File: src/rtl/ras_ctrl.sv
// Return-address stack sequencer: serialises dual-slot call/ret ops, tracks committed top/depth, rolls back on flush.
// Optional RAS_CTRL_STAT_EN adds flush/stall/underflow event counters.
module ras_ctrl #(
   parameter int          ENTRY_WIDTH = 3,
   parameter logic [31:0] RET_OFFSET  = 32'd8
) (
   input  logic                   clk,
   input  logic                   reset,
   input  logic [1:0]             f_valid,
   input  logic [1:0]             f_call,
   input  logic [1:0]             f_ret,
   input  logic [31:0]            f_pc0,
   input  logic [31:0]            f_pc1,
   input  logic [1:0]             c_call,
   input  logic [1:0]             c_ret,
   input  logic                   flush,
   output logic                   f_stall,
   output logic                   push,
   output logic                   pop,
   output logic [31:0]            pc,
   output logic                   top_reset,
   output logic [ENTRY_WIDTH-1:0] top_commit,
   output logic [ENTRY_WIDTH:0]   spec_depth,
`ifdef RAS_CTRL_STAT_EN
   output logic [31:0]            stat_flush,
   output logic [31:0]            stat_stall,
   output logic [31:0]            stat_underflow,
`endif
   output logic                   underflow
);

   localparam logic [ENTRY_WIDTH:0] DMAX = {1'b1, {ENTRY_WIDTH{1'b0}}};

   typedef enum logic [1:0] {IDLE, PEND, RECOV} state_t;

   state_t                 state, state_nx;
   logic                   pend_call, pend_ret;
   logic [31:0]            pend_pc;
   logic                   ld_pend;
   logic                   op_call, op_ret;
   logic [31:0]            op_pc;
   logic                   op0, op1;
   logic [ENTRY_WIDTH-1:0] ctop, ct_nx;
   logic [ENTRY_WIDTH:0]   cdepth, cd_nx;

   assign op0 = f_valid[0] & (f_call[0] | f_ret[0]);
   assign op1 = f_valid[1] & (f_call[1] | f_ret[1]);

   // Net commit effect, slot 0 first so saturation/floor apply in order.
   always_comb begin
      ct_nx = ctop;
      cd_nx = cdepth;
      for (int i = 0; i < 2; i++) begin
         if (c_call[i] && !c_ret[i]) begin
            ct_nx = ct_nx + ENTRY_WIDTH'(1);
            if (cd_nx != DMAX) cd_nx = cd_nx + (ENTRY_WIDTH+1)'(1);
         end else if (c_ret[i] && !c_call[i]) begin
            ct_nx = ct_nx - ENTRY_WIDTH'(1);
            if (cd_nx != '0) cd_nx = cd_nx - (ENTRY_WIDTH+1)'(1);
         end
      end
   end

   always_comb begin
      state_nx  = state;
      f_stall   = 1'b0;
      op_call   = 1'b0;
      op_ret    = 1'b0;
      op_pc     = '0;
      ld_pend   = 1'b0;
      top_reset = 1'b0;
      case (state)
         IDLE: begin
            if (op0) begin
               op_call = f_call[0];
               op_ret  = f_ret[0];
               op_pc   = f_pc0;
               if (op1) begin
                  f_stall  = 1'b1;
                  ld_pend  = 1'b1;
                  state_nx = PEND;
               end
            end else if (op1) begin
               op_call = f_call[1];
               op_ret  = f_ret[1];
               op_pc   = f_pc1;
            end
         end
         PEND: begin
            op_call  = pend_call;
            op_ret   = pend_ret;
            op_pc    = pend_pc;
            state_nx = IDLE;
         end
         RECOV: begin
            f_stall  = 1'b1;
            state_nx = IDLE;
         end
         default: state_nx = IDLE;
      endcase
      if (flush) begin
         op_call   = 1'b0;
         op_ret    = 1'b0;
         ld_pend   = 1'b0;
         top_reset = 1'b1;
         f_stall   = (state == RECOV);
         state_nx  = RECOV;
      end
      if (reset) begin
         f_stall   = 1'b0;
         op_call   = 1'b0;
         op_ret    = 1'b0;
         top_reset = 1'b0;
         ld_pend   = 1'b0;
      end
   end

   // A lone pop on an empty stack is dropped; push+pop (replace) is always legal.
   assign underflow  = op_ret & ~op_call & (spec_depth == '0);
   assign push       = op_call;
   assign pop        = op_ret & ~underflow;
   assign pc         = push ? (op_pc + RET_OFFSET) : 32'd0;
   assign top_commit = reset ? '0 : ct_nx;

   always_ff @(posedge clk) begin
      if (reset) begin
         state      <= IDLE;
         pend_call  <= 1'b0;
         pend_ret   <= 1'b0;
         pend_pc    <= '0;
         ctop       <= '0;
         cdepth     <= '0;
         spec_depth <= '0;
      end else begin
         state  <= state_nx;
         ctop   <= ct_nx;
         cdepth <= cd_nx;
         if (ld_pend) begin
            pend_call <= f_call[1];
            pend_ret  <= f_ret[1];
            pend_pc   <= f_pc1;
         end
         if (flush)
            spec_depth <= cd_nx;
         else if (push && !pop && spec_depth != DMAX)
            spec_depth <= spec_depth + (ENTRY_WIDTH+1)'(1);
         else if (pop && !push)
            spec_depth <= spec_depth - (ENTRY_WIDTH+1)'(1);
      end
   end

`ifdef RAS_CTRL_STAT_EN
   always_ff @(posedge clk) begin
      if (reset) begin
         stat_flush     <= '0;
         stat_stall     <= '0;
         stat_underflow <= '0;
      end else begin
         if (flush)     stat_flush     <= stat_flush + 32'd1;
         if (f_stall)   stat_stall     <= stat_stall + 32'd1;
         if (underflow) stat_underflow <= stat_underflow + 32'd1;
      end
   end
`endif

endmodule

File: config.mk
export PLATFORM = sky130hd
export DESIGN_NAME = ras_ctrl
export DESIGN_NICKNAME = d
export VERILOG_FILES = /design/src/rtl/ras_ctrl.sv
export SDC_FILE = /design/constraint.sdc
export NUM_CORES = 1
export LEC_CHECK = 0
export BUFFER_PORTS_ARGS = -buffer_cell sky130_fd_sc_hd__buf_2
export CAP_MARGIN = 40
export CELL_PAD_IN_SITES_DETAIL_PLACEMENT = 0
export CELL_PAD_IN_SITES_GLOBAL_PLACEMENT = 2
export CORE_MARGIN = 4
export CORE_UTILIZATION = 30
export DETAILED_ROUTE_END_ITERATION = 7
export PLACE_DENSITY = 0.9
export SYNTH_ARGS = -nofsm -noshare
export SYNTH_HDL_FRONTEND = slang
export SYNTH_SLANG_ARGS = --single-unit
File: constraint.sdc
create_clock -name clk -period 5.55 [get_ports clk]
set_input_delay 0.555 -clock clk [delete_from_list [all_inputs] [get_ports clk]]
set_output_delay 0.555 -clock clk [all_outputs]
set_load 0.02 [all_outputs]
==> results.sh <==
export IMPL_whs_ps=452.5
export IMPL_io_pins=121
export IMPL_synth_most_common_cell="nand2_1"
export IMPL_setup_violations=0
export IMPL_synth_edf_count=0
export IMPL_root_buffer="clkbuf_16"
export IMPL_syn_nets=623
export IMPL_status="finished clean"
export IMPL_synthesis_area_mm2=0.003825
export IMPL_yosysUniqueCellTypes=62
export IMPL_crit_type="reg2out"
export IMPL_crit_fanout=18
export IMPL_drt_iter0_markers=482
export IMPL_drv_slew=0
export IMPL_cellPowerDensity_mw_per_mm2=273.9
export IMPL_fin_crit_sh_pct=79.34
export IMPL_ys_warn_count=0
export IMPL_netlist_instances=534
export IMPL_finalWirelength_um=12940
export IMPL_yosys_top_cells_area="dfxtp_1 25%, nand2_1 9.2%, nor2_1 4.9%"
export IMPL_min_period_ps=4404
export IMPL_dpl_cell_count=796
export IMPL_die_width_um=120.9
export IMPL_grt_ovfl_total=0
export IMPL_grt_pass1_vias=4132
export IMPL_ys_seq_elements=47
export IMPL_reg2regPathDepth=11
export IMPL_fin_setup_tns_ps=0
export IMPL_cts_tree="yes"
export IMPL_vias=4382
export IMPL_power_leakage_nw=1.863
export IMPL_start_util_pct=31.19
export IMPL_die_h_um=120.9
export IMPL_nNetsFinal=724
export IMPL_grt_max_degree=58
export IMPL_gp_congestion=0.8510
export IMPL_numCtsBuffers=5
export IMPL_cap_violations=0
export IMPL_wl_per_cell_um=16.10
export IMPL_cp_end_kind="output pin"
export IMPL_post_drt_via_cell_ratio=5.450
export IMPL_dpl_hpwl_um=10050
export IMPL_cp_cell_sequence="nor2b_2 -> buf_4 -> a32oi_1 -> a222oi_1 -> nand4_1 -> or4_1 -> mux2i_1 -> buf_2"
export IMPL_rsz0062_at_grt="no"
export IMPL_startpoint_type="flip-flop"
export IMPL_slowest_stage="dfxtp_1"
export IMPL_max_vdd_ir_drop_v=0.0002781
export IMPL_ys_flop_type="dfxtp_1"
export IMPL_final_setup_skew_ps=7.663
export IMPL_drive_gt1_share_pct=22.99
export IMPL_row_count=40
export IMPL_synth_avg_cell_area_um2=7.163
export IMPL_ant_nets=0
export IMPL_dp_slack_ps=1265
export IMPL_hold_depth=2
export IMPL_yosysSeqAreaShare_pct=24.60
export IMPL_clock_sinks=47
export IMPL_worstSkewPairLatency_ps=290
export IMPL_path_clk_slew_ps=60
export IMPL_port_buffers=120
export IMPL_post_cts_buffers=0
export IMPL_track_usage_pct=17.17
export IMPL_hold_viol_final=0
export IMPL_dieArea_mm2=0.01462
export IMPL_areaGrowthSynthToFinish_pct=22.90
export IMPL_required_ps=4990
export IMPL_arrival_ps=3850
export IMPL_cts_buffer_depth=2
export IMPL_htreeDepth=2
export IMPL_min_path_type="reg2reg"
export IMPL_num_fill_cells=1299
export IMPL_finalWorstSetupSlack_ps=1146
export IMPL_max_freq_ghz=0.2271
export IMPL_worst_slew_pin_slew_ps=814.5
export IMPL_antenna_found_initial=1
export IMPL_firstDrtPassIters=5
export IMPL_slew_headroom_pct=45.69
export IMPL_post_cts_resized=0
export IMPL_yosysTopAreaCell="dfxtp_1"
export IMPL_synth_top_area_share_pct=24.60
export IMPL_synth_common_cells="94 x nand2_1, 50 x nor2_1, 47 x dfxtp_1"
export IMPL_grt_pass1_wl_um=20560
export IMPL_ys_async_sr_fraction_pct=0
export IMPL_cp_slowest_stage_delay_ps=700
export IMPL_post_route_drc_count=0
export IMPL_layoutNonFillerInstCount=804
export IMPL_hold_buffers=0
export IMPL_coreArea_mm2=0.01226
where the power goes:
| group | switching [mW] | internal [mW] | leakage (nW) |
|---|---|---|---|
| clock | 0.123 | 0.176 | 0.0727 |
| sequential | 0.0493 | 0.374 | 0.382 |
| combinational | 0.334 | 0.230 | 1.41 |
final timing paths:
path | start | endpoint | slack (ps)
worst max-delay path | state[0]$_SDFFE_PP0P_ | pc[25] | 1150
worst min-delay path | pend_pc[30]$_SDFFE_PP0P_ | pend_pc[30]$_SDFFE_PP0P_ | 450
worst max register to register | cdepth[1]$_SDFF_PP0_ | spec_depth[2]$_SDFFE_PP0P_ | 2230
worst min register to register | pend_pc[30]$_SDFFE_PP0P_ | pend_pc[30]$_SDFFE_PP0P_ | 450
state kept, by name, indices dropped and copies added, names as in the netlist:
signal,flops
pend_pc,32
ctop,3
cdepth,4
pend_ret,1
state,2
spec_depth,4
pend_call,1
final cells by class:
cell class                      count  area [µm²]  share of cell area (%)
Antenna cell                        1       2.502                 0.05323
Clock buffer                        6       138.9                   2.954
Clock inverter                      1       5.005                  0.1065
Inverter                           23       86.33                   1.837
Multi-Input combinational cell    431        2654                   56.45
Sequential cell                    47       940.9                   20.02
Tap cell                          168       210.2                   4.472
Timing Repair Buffer              127       663.1                   14.11
metal layers:
metal / vias to the layer above / track usage (%) / wire, µm
li1: 2158 / - / -
met1: 2022 / 23.83 / 6018
met2: 181 / 27.06 / 5750
met3: 21 / 2.564 / 887
met4: 0 / 6.020 / 285
met5: - / 0 / 0
worst max-delay path, delay by kind of cell, from the launching register on:
family	cells	cell delay (ps)
multiplexers	1	180
AND/OR/NAND/NOR	3	1540
flip-flops	1	700
buffers and inverters	2	500
AO/OA/AOI/OAI	2	630
cells in the final DEF, fill, tap and decap left out, types with 5 or more instances in the layout:
| cell | netlist | routed |
|---|---|---|
| a21oi_1 | 15 | 15 |
| a221o_1 | 5 | 5 |
| a222oi_1 | 12 | 12 |
| a22oi_1 | 7 | 7 |
| a32oi_1 | 14 | 14 |
| and2_1 | 11 | 11 |
| and3_1 | 6 | 5 |
| buf_2 | 7 | 121 |
| buf_4 | 4 | 5 |
| clkbuf_16 | 0 | 5 |
| dfxtp_1 | 47 | 47 |
| ha_1 | 11 | 11 |
| inv_1 | 22 | 22 |
| mux2i_1 | 5 | 5 |
| nand2_1 | 94 | 94 |
| nand3_1 | 11 | 11 |
| nand4_1 | 18 | 18 |
| nor2_1 | 50 | 50 |
| nor3_1 | 20 | 20 |
| nor4_1 | 7 | 7 |
| o211ai_1 | 8 | 8 |
| o21ai_0 | 36 | 36 |
| xnor2_1 | 18 | 18 |
| xor2_1 | 11 | 11 |
stage by stage:
stage | area [µm²] | utilization (%) | total power, mW
3_3_place_gp | 4529 | 36.94 | 0.9750
5_1_grt | 4701 | 38.34 | 1.386
2_1_floorplan | 3825 | - | 0.8290
4_1_cts | 4698 | 38.32 | 1.293
6_report | 4701 | 38.34 | 1.287
3_5_place_dp | 4554 | 37.14 | 0.9892
logic make-up after synthesis:
group	count (synthesis)	synth area share, %
AND/OR/NAND/NOR	251	31.83
adder cells (fa/ha/maj)	12	4.122
multiplexers	6	1.603
buffers and inverters	56	6.117
AO/OA/AOI/OAI	133	25.09
XOR/XNOR	29	6.640
flip-flops	47	24.60
No activity file was read; power rests on OpenSTA's default activity.
